===== config.mk =====
export PLATFORM = sky130hd
export DESIGN_NAME = led_pwm_sched
export DESIGN_NICKNAME = d
export VERILOG_FILES = /design/src/rtl/led_pwm_sched.sv
export SDC_FILE = /design/constraint.sdc
export NUM_CORES = 1
export LEC_CHECK = 0
export ABC_AREA = 1
export BUFFER_PORTS_ARGS = -buffer_cell sky130_fd_sc_hd__buf_2
export CAP_MARGIN = 30
export CORE_MARGIN = 10
export CORE_UTILIZATION = 50
export DETAILED_ROUTE_END_ITERATION = 10
export GPL_TIMING_DRIVEN = 0
export PLACE_DENSITY_LB_ADDON = 0.12
export SKIP_LAST_GASP = 1
export SYNTH_ARGS = -nofsm -noshare
export SYNTH_HDL_FRONTEND = slang
export SYNTH_SLANG_ARGS = --single-unit

===== constraint.sdc =====
create_clock -name clk -period 6.2 [get_ports clk]
set_input_delay 0.31 -clock clk [delete_from_list [all_inputs] [get_ports clk]]
set_output_delay 0.31 -clock clk [all_outputs]
set_load 0.1 [all_outputs]

===== src/rtl/led_pwm_sched.sv =====
// led_pwm_sched: 12-channel LED PWM with double-buffered duty registers.
// Duty and control registers are written at any time. They are copied into
// shadow registers only at the period boundary, so every PWM period runs
// with one consistent set of values and never shows a partial pulse.
module led_pwm_sched #(
  parameter int unsigned PRESCALE = 196
) (
  input  logic        clk,
  input  logic        reset,
  input  logic        wr_valid,
  output logic        wr_ready,
  input  logic [3:0]  wr_addr,
  input  logic [7:0]  wr_data,
  output logic [11:0] led,
  output logic        frame
);

  localparam int unsigned NUM_CH   = 12;
  localparam logic [15:0] PCNT_MAX = 16'(PRESCALE - 1);
  localparam logic [3:0]  CTRL_ADDR = 4'd12;

  logic [15:0] pcnt_q, pcnt_d;
  logic [7:0]  pwm_cnt_q, pwm_cnt_d;
  logic [7:0]  duty_q   [NUM_CH];
  logic [7:0]  duty_d   [NUM_CH];
  logic [7:0]  shadow_q [NUM_CH];
  logic [7:0]  shadow_d [NUM_CH];
  logic        ctrl_en_q, ctrl_en_d;
  logic        ctrl_inv_q, ctrl_inv_d;
  logic        shadow_en_q, shadow_en_d;
  logic        shadow_inv_q, shadow_inv_d;
  logic [11:0] led_q, led_d;
  logic        frame_q, frame_d;

  logic step;
  logic load;
  logic wr_fire;

  // Step and load strobes; the write port is closed during reset and on the
  // single load cycle so a shadow copy never races with a register write.
  always_comb begin
    step     = (pcnt_q == PCNT_MAX);
    load     = step && (pwm_cnt_q == 8'hFF);
    wr_ready = !reset && !load;
    wr_fire  = wr_valid && wr_ready;
  end

  // Next-state logic for the timebase, register file, shadows and outputs.
  always_comb begin
    pcnt_d       = pcnt_q;
    pwm_cnt_d    = pwm_cnt_q;
    duty_d       = duty_q;
    shadow_d     = shadow_q;
    ctrl_en_d    = ctrl_en_q;
    ctrl_inv_d   = ctrl_inv_q;
    shadow_en_d  = shadow_en_q;
    shadow_inv_d = shadow_inv_q;
    led_d        = '0;
    frame_d      = load;

    if (step) begin
      pcnt_d    = '0;
      pwm_cnt_d = pwm_cnt_q + 8'd1;
    end else begin
      pcnt_d = pcnt_q + 16'd1;
    end

    if (wr_fire) begin
      for (int i = 0; i < NUM_CH; i++) begin
        if (wr_addr == 4'(i)) begin
          duty_d[i] = wr_data;
        end
      end
      if (wr_addr == CTRL_ADDR) begin
        ctrl_en_d  = wr_data[0];
        ctrl_inv_d = wr_data[1];
      end
    end

    if (load) begin
      shadow_d     = duty_q;
      shadow_en_d  = ctrl_en_q;
      shadow_inv_d = ctrl_inv_q;
    end

    for (int i = 0; i < NUM_CH; i++) begin
      led_d[i] = shadow_en_q && ((pwm_cnt_q < shadow_q[i]) ^ shadow_inv_q);
    end
  end

  // State registers, all cleared asynchronously by reset.
  always_ff @(posedge clk or posedge reset) begin
    if (reset) begin
      pcnt_q       <= '0;
      pwm_cnt_q    <= '0;
      for (int i = 0; i < NUM_CH; i++) begin
        duty_q[i]   <= '0;
        shadow_q[i] <= '0;
      end
      ctrl_en_q    <= 1'b0;
      ctrl_inv_q   <= 1'b0;
      shadow_en_q  <= 1'b0;
      shadow_inv_q <= 1'b0;
      led_q        <= '0;
      frame_q      <= 1'b0;
    end else begin
      pcnt_q       <= pcnt_d;
      pwm_cnt_q    <= pwm_cnt_d;
      duty_q       <= duty_d;
      shadow_q     <= shadow_d;
      ctrl_en_q    <= ctrl_en_d;
      ctrl_inv_q   <= ctrl_inv_d;
      shadow_en_q  <= shadow_en_d;
      shadow_inv_q <= shadow_inv_d;
      led_q        <= led_d;
      frame_q      <= frame_d;
    end
  end

  assign led   = led_q;
  assign frame = frame_q;

endmodule


==> summary.md, run 1 <==
| Metric | Value |
|---|---|
| Run status | complete, no violations |
| Clock-pin transition on the worst setup and hold timing paths | 0.06 ns |
| Relative slew slack | 32.72% |
| Clock skew after layout | 0.01641 ns |
| Gpl congestion | 0.8264 |
| Number of iterations in the first detailed-routing pass | 5 |
| Number of global-route vias before repair | 9,376 |
| Root buf cell | clkbuf_16 |
| Proportion of register bits with asynchronous set or reset after synthesis | 100.0% |
| Via count | slightly below 10,000 |
| Register area share after synthesis | 48.45% |
| CORE AREA | 0.02361 mm² |
| Cts bufs inserted | 27 |
| Most common flop cell mapped by yosys | dfrtp_1 |
| Maximum fanout along the worst path | 16 |
| Count of warnings emitted by yosys | 0 |
| Chip width | 175.1 µm |
| First-pass GRT wire length | 49,980 µm |
| Post-route cell area | 0.01366 mm² |
| Area of the die | 0.03068 mm² |
| Fill cells | 2,195 |
| Worst supply voltage drop on vdd | 0.0002004 V |
| Layout cell share with drive strength beyond 1 | 8.463% |
| Synthesized cell area | ~0.012 mm² |
| Clock tree from TritonCTS | yes |
| Sequential cell area | 0.005831 mm² |
| Area Overhead vs Synth | 13.47% |
| Initial cell density of the core | 50.97% |
| Clock Sinks | 233 |
| H-tree depth | 1 |
| Number of maximum-capacitance violations | 0 |
| Worst path arrival time | approximately 3.2 ns |
| HPWL Detailed | 20,300 µm |
| Number of buffers on the longest clock path | 3 |
| Placement Rows | 56 |
| Most used standard cells in the synthesized netlist | nand2_1, dfrtp_1, inv_1 |
| Type of origin of the critical path | flop |
| Number of inserted diodes | 0 |
| Time the final worst path needs with I/O delays and setup | about 3.5 ns |
| Remaining number of nets flagged by the antenna check after routing | 0 |
| Leak Pwr | 7.733 nW |
| Number of synthesized register bits | 233 |
| Setup bufs post-CTS | 0 |
| Required time at the endpoint of the critical path | just under 6 ns |
| Top cells by area in the synthesized netlist | dfrtp_1, nand2_1, ha_1 |
| Area share of the leading cell type in the synthesized netlist | 48.45% |
| Ports | 29 |
| Library cell with the highest instance count after synthesis | nand2_1 |
| Crit. End Element | output pin |
| RSZ-0062 raised after global routing | false |
| Final setup violating endpoints | 0 |
| Syn avg cell area | 7.923 µm² |
| Critical Setup Path Class | flop to output pin |
| Input/output buffers | 28 |
| Register-to-register setup slack | approximately 3.6 ns |
| Number of nets in the synthesized netlist | approximately 1,600 |
| Number of antenna violations at the first check in global routing | 0 |
| Multi-input gate area | roughly 0.0053 mm² |
| Vertical die dimension | around 180 µm |
| Worst-Skew Late Latency | 0.53 ns |
| Final hold violation count | 0 |
| Period utilization | 57.25% |
| Hold Path Class | primary input to flop |
| Hold Slack | 0.01117 ns |
| Count of pins over their slew limit | 0 |
| Yosys cell types | 28 |
| Net total in the final layout | 1,688 |
| Maximum clock frequency | 0.2817 GHz |
| Drc violations | 0 |
| Maximum number of pins on one net before global-route repair | 97 |
| Post-placement cell area | approximately 0.013 mm² |
| Library cell with the largest summed area after synthesis | dfrtp_1 |
| Syn Inst Count | 1,519 |
| Average routed wire per standard cell | 15.84 µm |
| Routed vias/inst | roughly 5 |
| Tightest Pin Transition | 1.009 ns |
| 1st-iter DRT viols | around 790 |
| Total length of routed wires | between 30,000 and 40,000 µm |
| Number of synthesized flops with an enable pin | 0 |
| Total congestion overflow | 0 |
| Pwr dens | approximately 260 mW/mm² |
| Gr usage total | 20.29% |
layout make-up:
type / count / share of cell area, %
Buffer: 49 / 2.235
Clock buffer: 41 / 6.138
Clock inverter: 8 / 0.5222
Inverter: 166 / 4.563
Multi-Input combinational cell: 1071 / 38.71
Sequential cell: 233 / 42.69
Tap cell: 319 / 2.923
Timing Repair Buffer: 39 / 2.217
layout by cell type, fill, tap and decap left out, drive strengths merged:
cell type,count
nor3,20
nand4,16
dlygate4sd3,4
a21oi,24
xnor2,3
a31oi,1
nor2,98
nand3,108
bufinv,1
nand2,691
nor4,3
nor3b,2
inv,166
clkbuf,52
clkinv,6
buf,73
dfrtp,233
clkinvlp,1
ha,86
o21ai,4
xor2,15
power by group:
group,switching (mW),internal (mW),leakage (nW),total (mW)
clock,0.636,0.968,0.453,1.60
sequential,0.0648,1.64,3.15,1.70
combinational,0.130,0.0678,4.13,0.198
total,0.830,2.67,7.73,3.50
timing repair:
action | 4_1_cts | 5_1_grt
gates resized for setup | 0 | 0
hold buffers | 4 | 0
endpoints found under the hold margin | 8 | 0
worst paths after layout:
check | start | end | cells past startpoint
max reg2reg | pwm_cnt_q[6] | shadow_q[71] | 9
max | pwm_cnt_q[6] | wr_ready | 10
min reg2reg | shadow_q[57] | shadow_q[57] | 2
min in group asynchronous | reset | duty_q[31] | 3
max in group asynchronous | reset | led[11] | 5
min | wr_data[6] | duty_q[22] | 3
cells by family after synthesis:
kind of cell               synth area share, %
buffers and inverters                    7.631
DFF                                      48.45
and+or+nand+nor                          32.46
xor gates and xnor gates                 1.310
adders and majority gates                8.941
AOI/OAI and AO/OA                        1.216
registers in the layout, indices dropped and copies added (netlist names), 8 cells and up:
name and flops:
shadow_q 96, pcnt_q 16, led 12, duty_q 96
pwm_cnt_q 8
worst max-delay path: stages, from the launching register on:
cell	delay, ns
dfrtp_1	1.00
nand2_1	0.11
inv_1	0.08
nand2_1	0.11
nor2_8	0.26
nand3_2	0.23
buf_2	0.29
buf_2	0.23
nand2_1	0.07
inv_1	0.04
buf_2	0.28
metrics by stage:
stage               util [%]  setup WS [ns]  power (mW)  setup TNS, ns  instances
global route           57.84          2.447       3.638              0       1926
global placement       53.25        -0.4119       1.908         -17.31       1866
finish                 57.84          2.651       3.504              0       1926
CTS                    57.84          2.615       3.536              0       1926
detailed placement     53.82          3.158       1.924              0       1873
floorplan                  -          1.504       1.851              0       1519
layer usage:
layer | vias up | GRT usage [%] | wire, µm
met5 | - | 0 | 0
li1 | 4830 | - | -
met3 | 39 | 2.307 | 1418
met2 | 194 | 32.77 | 14120
met4 | 0 | 5.016 | 735
met1 | 4562 | 28.48 | 14230
Note: power is estimated with default switching activity, not from simulation.
==> run 2: changes to the inputs <==
ABC_AREA = 0   (was 1)
clock period = 2.93 ns   (was 6.2 ns; I/O delays follow)
==> summary.md, run 2 <==
| Metric | Value |
|---|---|
| Run status | complete, no violations |
| CORE AREA | 0.02285 mm² (-3.2%) |
| Leak Pwr | 6.102 nW (-21%) |
| Syn avg cell area | 11.63 µm² (+47%) |
| Hold Path Class | primary input to flop |
| H-tree depth | 1 (unchanged) |
| Number of global-route vias before repair | 7,928 (-15%) |
| Library cell with the largest summed area after synthesis | dfrtp_1 |
| Area Overhead vs Synth | 14.86% |
| Layout cell share with drive strength beyond 1 | 23.06% (+15 points) |
| Worst supply voltage drop on vdd | 0.0004935 V (+150%) |
| Proportion of register bits with asynchronous set or reset after synthesis | 100.0% (unchanged) |
| Count of pins over their slew limit | 0 (unchanged) |
| Number of synthesized register bits | 233 (unchanged) |
| Number of buffers on the longest clock path | 3 (unchanged) |
| Number of nets in the synthesized netlist | 1,105 (-32%) |
| Ports | 29 (unchanged) |
| Leading cell types in the layout, fill and taps excluded | dfrtp_1, nand3_1, ha_1, inv_1, o21ai_0 |
| Area share of the leading cell type in the synthesized netlist | 49.92% (+1.5 points) |
| Type of origin of the critical path | flop |
| Most used standard cells in the synthesized netlist | dfrtp_1, nand3_1, ha_1, inv_1, o21ai_0 |
| Time the final worst path needs with I/O delays and setup | 2.801 ns |
| Count of warnings emitted by yosys | 0 (unchanged) |
| First-pass GRT wire length | 46,010 µm (-8.0%) |
| Number of antenna violations at the first check in global routing | 2 (+2) |
| Initial cell density of the core | 51.12% (+0.15 points) |
| Syn Inst Count | 1,004 (-34%) |
| Number of maximum-capacitance violations | 0 (unchanged) |
| Average routed wire per standard cell | 20.34 µm (+28%) |
| Library cell with the highest instance count after synthesis | dfrtp_1 |
| Largest registers ranked by flip-flop count | duty_q x96, shadow_q x96, pcnt_q x16 |
| Number of synthesized flops with an enable pin | 0 (unchanged) |
| Dpl cells | 1,353 (-28%) |
| Period utilization | 95.58% |
| Drc violations | 0 (unchanged) |
| Vertical die dimension | 172.8 µm (-1.3%) |
| Routed vias/inst | 5.590 (+12%) |
| Maximum number of pins on one net before global-route repair | 41 (-58%) |
| Input/output buffers | 26 (-7.1%) |
| Relative slew slack | 33.32% (+0.60 points) |
| Clock Sinks | 233 (unchanged) |
| Gpl congestion | 0.8019 (-3.0%) |
| Clock tree from TritonCTS | yes |
| Cts bufs inserted | 26 (-3.7%) |
| Top cells by area in the synthesized netlist | dfrtp_1, ha_1, mux2_2 |
| Most common cell after layout, fill and taps aside | dfrtp_1 |
| Net total in the final layout | 1,180 (-30%) |
| Remaining number of nets flagged by the antenna check after routing | 0 (unchanged) |
| Total congestion overflow | 0 (unchanged) |
| Maximum fanout along the worst path | 10 (-6) |
| Synthesized cell area | 0.01168 mm² (-3.0%) |
| RSZ-0062 raised after global routing | false |
| Clock skew after layout | 0.01503 ns (-0.001383 ns) |
| Area of the die | 0.02987 mm² (-2.6%) |
| Post-placement cell area | 0.01238 mm² (-2.6%) |
| Layout Cells excl Fill | 1,412 (-27%) |
| Final setup violating endpoints | 0 (unchanged) |
| Worst path setup slack after routing | 0.1294 ns (-2.521 ns) |
| Gr usage total | 19.13% (-1.2 points) |
| Maximum clock frequency | 0.3571 GHz |
| Via count | 7,893 (-18%) |
| Tightest Pin Transition | 1.000 ns (-0.008985 ns) |
| Placement Rows | 55 (-1.8%) |
| Chip width | 172.8 µm (-1.3%) |
| Worst path arrival time | 2.65 ns (-0.59 ns) |
| Most common flop cell mapped by yosys | dfrtp_1 |
| Number of iterations in the first detailed-routing pass | 4 (-1) |
| Register area share after synthesis | 49.92% (+1.5 points) |
| Pwr dens | 552.8 mW/mm² (+120%) |
| Placement Setup Slack | -0.3489 ns (-3.507 ns) |
| Post-route cell area | 0.01342 mm² (-1.8%) |
| Root buf cell | clkbuf_16 |
| Total length of routed wires | 28,720 µm (-5.9%) |
| Final hold violation count | 0 (unchanged) |
| Critical Setup Path Class | flop to output pin |
| Clock-pin transition on the worst setup and hold timing paths | 0.07 ns (about the same) |
| Required time at the endpoint of the critical path | 2.78 ns (-3.11 ns) |
| Yosys cell types | 43 (+54%) |
| Crit. End Element | output pin |
| HPWL Detailed | 19,610 µm (-3.4%) |
| Worst-Skew Late Latency | 0.53 ns (about the same) |
| 1st-iter DRT viols | 587 (-26%) |
run 2: logic make-up (layout without fill, tap and decap cells):
kind of cell	count (synthesis)	after routing	share of synthesized area, %
simple gates	246	246	11.75
flops	233	233	49.92
compound gates	157	157	9.748
buf+inv	136	229	5.046
mux	125	125	12.75
fa+ha+maj	86	86	9.213
xor+xnor	21	21	1.575
other cells	0	2	0
run 2: path summary, 6_finish.rpt:
path,startpoint,endpoint,slack [ns],cells after the start
hold / removal,wr_addr[3],ctrl_inv_q,0.12,4
setup / recovery,pcnt_q[3],wr_ready,0.13,6
max in group asynchronous,reset,pwm_cnt_q[4],1.38,6
hold reg to reg,pcnt_q[0],pcnt_q[0],0.45,1
min in group asynchronous,reset,duty_q[60],0.35,3
setup reg to reg,pwm_cnt_q[0],duty_q[37],0.20,7
run 2: final cells by class:
class	instances	area, µm²
Fill cell	1922	9432
Sequential cell	233	5849
Multi-Input combinational cell	635	5275
Clock buffer	36	769.5
Timing Repair Buffer	47	414.1
Tap cell	313	391.6
Inverter	86	326.6
Buffer	50	275.3
Clock inverter	10	108.9
Antenna cell	2	5.005
run 2: metal layers:
layer | wire length [µm] | vias up | track usage [%]
met1 | 13680 | 3980 | 26.61
met3 | 1186 | 37 | 3.115
met2 | 13240 | 138 | 30.57
met4 | 612 | 0 | 4.707
met5 | 0 | - | 0
li1 | - | 3738 | -
run 2: power breakdown:
group	switching, mW	leakage (nW)	internal (mW)
logic	0.202	2.56	0.273
registers	0.132	3.11	3.48
clock network	1.33	0.432	2.00
run 2: repair_timing:
| item | CTS | global route |
|---|---|---|
| endpoints found under the setup margin | 132 | 36 |
| endpoints found under the hold margin | 51 | 0 |
| gates resized for setup | 12 | 12 |
| pin swaps | 0 | 1 |
| hold buffers | 9 | 0 |
| buffers inserted | 1 | 1 |
run 2: stage by stage:
stage / total power [mW] / hold slack (ns) / utilization, % / setup TNS [ns]
after floorplan: 3.987 / 0.2812 / - / -62.07
final: 7.416 / 0.1218 / 58.72 / 0
after CTS: 7.481 / 0.1020 / 58.58 / 0
after global routing: 7.669 / 0.1330 / 58.70 / 0
after detailed placement: 4.139 / 0.3673 / 54.19 / -21.17
after global placement: 4.093 / 0.3967 / 53.43 / -428.59
run 2: worst max-delay path: stages, from the launching register on:
cell      delay, ns
dfrtp_1        0.43
or4_4          0.60
nor4_4         0.39
and2_1         0.24
clkbuf_4       0.23
nor2_2         0.05
buf_6          0.18
==> run 3: changes to the inputs <==
ABC_AREA = default   (was 0)
PLACE_DENSITY_LB_ADDON = 0.15   (was 0.12)
==> summary.md, run 3 (synthesized netlist as in run 2, its figures left out) <==
| Metric | Value |
|---|---|
| Run status | complete, no violations |
| Number of buffers on the longest clock path | 3 (unchanged) |
| Beginning of the worst register-to-register path | pwm_cnt_q[4] |
| End point of the worst hold path | ctrl_en_q |
| Combinational group share of total power | 6.2% (-0.2 points) |
| Routed vias/inst | 5.637 (+0.84%) |
| Type of origin of the critical path | flop |
| Sw power | 1.661 mW (+0.11%) |
| Initial cell density of the core | 51.12% (unchanged) |
| Worst-Skew Late Latency | 0.53 ns (about the same) |
| Number of maximum-capacitance violations | 0 (unchanged) |
| Clock Sinks | 233 (unchanged) |
| Crit. End Element | output pin |
| Clock skew after layout | 0.01059 ns (-0.004434 ns) |
| Hold Path Class | primary input to flop |
| Number of antenna violations at the first check in global routing | 1 (-1) |
| Clock-pin transition on the worst setup and hold timing paths | 0.06 ns (about the same) |
| Worst supply voltage drop on vdd | 0.0005258 V (+6.6%) |
| Placement Rows | 55 (unchanged) |
| Final hold violation count | 0 (unchanged) |
| H-tree depth | 1 (unchanged) |
| Leak Pwr | 6.129 nW (+0.45%) |
| RSZ-0062 raised after global routing | true |
| Chip width | 172.8 µm (unchanged) |
| Period utilization | 95.41% (-0.17 points) |
| Total internal power | 6.000 mW (+4.2%) |
| Drc violations | 0 (unchanged) |
| Required time at the endpoint of the critical path | 2.78 ns (about the same) |
| Global routing usage on met2 | 30.61% (+0.048 points) |
| Tightest Pin Transition | 1.022 ns (+0.02131 ns) |
| Gpl congestion | 0.8334 (+3.9%) |
| Ports | 29 (unchanged) |
| Area of the die | 0.02987 mm² (unchanged) |
| Reg2Reg Capture Point | shadow_q[19] |
| Remaining number of nets flagged by the antenna check after routing | 0 (unchanged) |
| Leading cell types in the layout, fill and taps excluded | dfrtp_1, nand3_1, ha_1, inv_1, o21ai_0 |
| Register-to-register setup slack | 0.19 ns (about the same) |
| Count of pins over their slew limit | 0 (unchanged) |
| Part of the power in registers | 47.2% (-1.5 points) |
| Maximum number of pins on one net before global-route repair | 42 (+2.4%) |
| Vertical die dimension | 172.8 µm (unchanged) |
| Time the final worst path needs with I/O delays and setup | 2.795 ns (-0.005076 ns) |
| Number of iterations in the first detailed-routing pass | 4 (unchanged) |
| Worst path arrival time | 2.65 ns (about the same) |
| Layout cell share with drive strength beyond 1 | 22.84% (-0.22 points) |
| Hold path start | wr_addr[3] |
| Relative slew slack | 31.90% (-1.4 points) |
| First-pass GRT wire length | 46,380 µm (+0.81%) |
| Maximum fanout along the worst path | 10 (unchanged) |
| CORE AREA | 0.02285 mm² (unchanged) |
| Root buf cell | clkbuf_16 |
| Maximum clock frequency | 0.3577 GHz (+0.18%) |
| Clock tree from TritonCTS | yes |
| Clock network power share | 46.6% (+1.7 points) |
| Most used routing layer in global routing | met2 |
| Number of cell instances on the worst register-to-register path | 8 (+1) |
| Pwr dens | 569.2 mW/mm² (+3.0%) |
| Via count | 7,965 (+0.91%) |
| Average routed wire per standard cell | 20.45 µm (+0.57%) |
| Sum of negative setup slack | 0 ns (unchanged) |
| Area Overhead vs Synth | 15.24% |
| Global routing met1 resource utilization | 27.13% (+0.52 points) |
| Cells on Worst Hold Path | 4 (unchanged) |
| Cts bufs inserted | 26 (unchanged) |
| Gr usage total | 19.35% (+0.22 points) |
| 1st-iter DRT viols | 539 (-8.2%) |
| HPWL Detailed | 19,210 µm (-2.0%) |
| Total congestion overflow | 0 (unchanged) |
| Total length of routed wires | 28,900 µm (+0.64%) |
| Most common cell after layout, fill and taps aside | dfrtp_1 |
| Net total in the final layout | 1,180 (unchanged) |
| Met3 Usage GRT | 2.745% (-0.37 points) |
| Final setup violating endpoints | 0 (unchanged) |
| Switch share | 21.69% (-0.69 points) |
| Largest registers ranked by flip-flop count | duty_q x96, shadow_q x96, pcnt_q x16 |
| Total design power | 7.661 mW (+3.3%) |
| Input/output buffers | 26 (unchanged) |
| Number of global-route vias before repair | 8,104 (+2.2%) |
| Critical Setup Path Class | flop to output pin |
[run 3: changes by cell type in the layout (fill, tap and decap cells not counted), moves of 2 or more]
cell       previous run  this run
bufinv_16             2         5
buf_2                41        43
clkbuf_1             22        24
clkbuf_2              5         3
dfrtp_2               3         5
dfrtp_4               4         2
[run 3: area by class of cell]
type                       instances  area [µm²]
fill                            1939        9387
sequential                       233        5844
multi-input combinational        635        5271
clock buffer                      37       763.2
timing repair buffer              47       406.6
tap                              313       391.6
inverter                          86       326.6
buffer                            50       271.5
clock inverter                    11       182.7
antenna                            1       2.502
[run 3: what timing repair did]
action / in CTS / in global routing
hold buffers: 9 / 0
endpoints found under the setup margin: 129 / 23
endpoints found under the hold margin: 39 / 0
resized for setup: 10 / 7
setup buffers: 0 / 2
[run 3: power groups by stage]
stage | logic (mW) | registers (mW) | clock network [mW]
final | 0.475 | 3.61 | 3.57
after detailed placement | 0.470 | 3.67 | 0
after global routing | 0.519 | 3.64 | 3.78
after CTS | 0.481 | 3.61 | 3.65
after floorplan | 0.355 | 3.63 | 0
after global placement | 0.431 | 3.66 | 0
[run 3: per-stage QoR]
step | instances | util (%) | cell area [µm²] | setup slack [ns] | hold WS, ns
2_1_floorplan | 1004 | - | 11690 | -0.2664 | 0.2812
3_3_place_gp | 1343 | 53.43 | 12210 | -1.812 | 0.3960
3_5_place_dp | 1352 | 54.11 | 12360 | -0.3974 | 0.2996
4_1_cts | 1409 | 58.70 | 13410 | -0.1083 | 0.1103
5_1_grt | 1412 | 58.90 | 13460 | -0.006110 | 0.1386
6_report | 1413 | 58.92 | 13460 | 0.1345 | 0.1342
[run 3: worst max-delay path by stage]
stage | start | endpoint | slack, ns | cells past startpoint
floorplan | reset | ctrl_en_q | -0.27 | 1
global placement | reset | duty_q[27] | -1.81 | 2
detailed placement | pwm_cnt_q[1] | shadow_q[39] | -0.40 | 9
CTS | pcnt_q[2] | wr_ready | -0.11 | 6
global route | pcnt_q[2] | wr_ready | -0.006 | 6
finish | pcnt_q[2] | wr_ready | 0.13 | 6
[run 3: layer usage]
metal / up-vias / part of all wire, %
met2: 131 / 46
li1: 3733 / -
met1: 4053 / 48
met3: 48 / 3.6
met4: 0 / 2.5
met5: - / 0
[run 3: worst max-delay path, stage by stage, from the launching register on]
cell     delay, ns
dfrtp_1       0.45
or4_4         0.60
nor4_4        0.39
and2_1        0.20
buf_2         0.24
nor2_2        0.06
buf_6         0.18
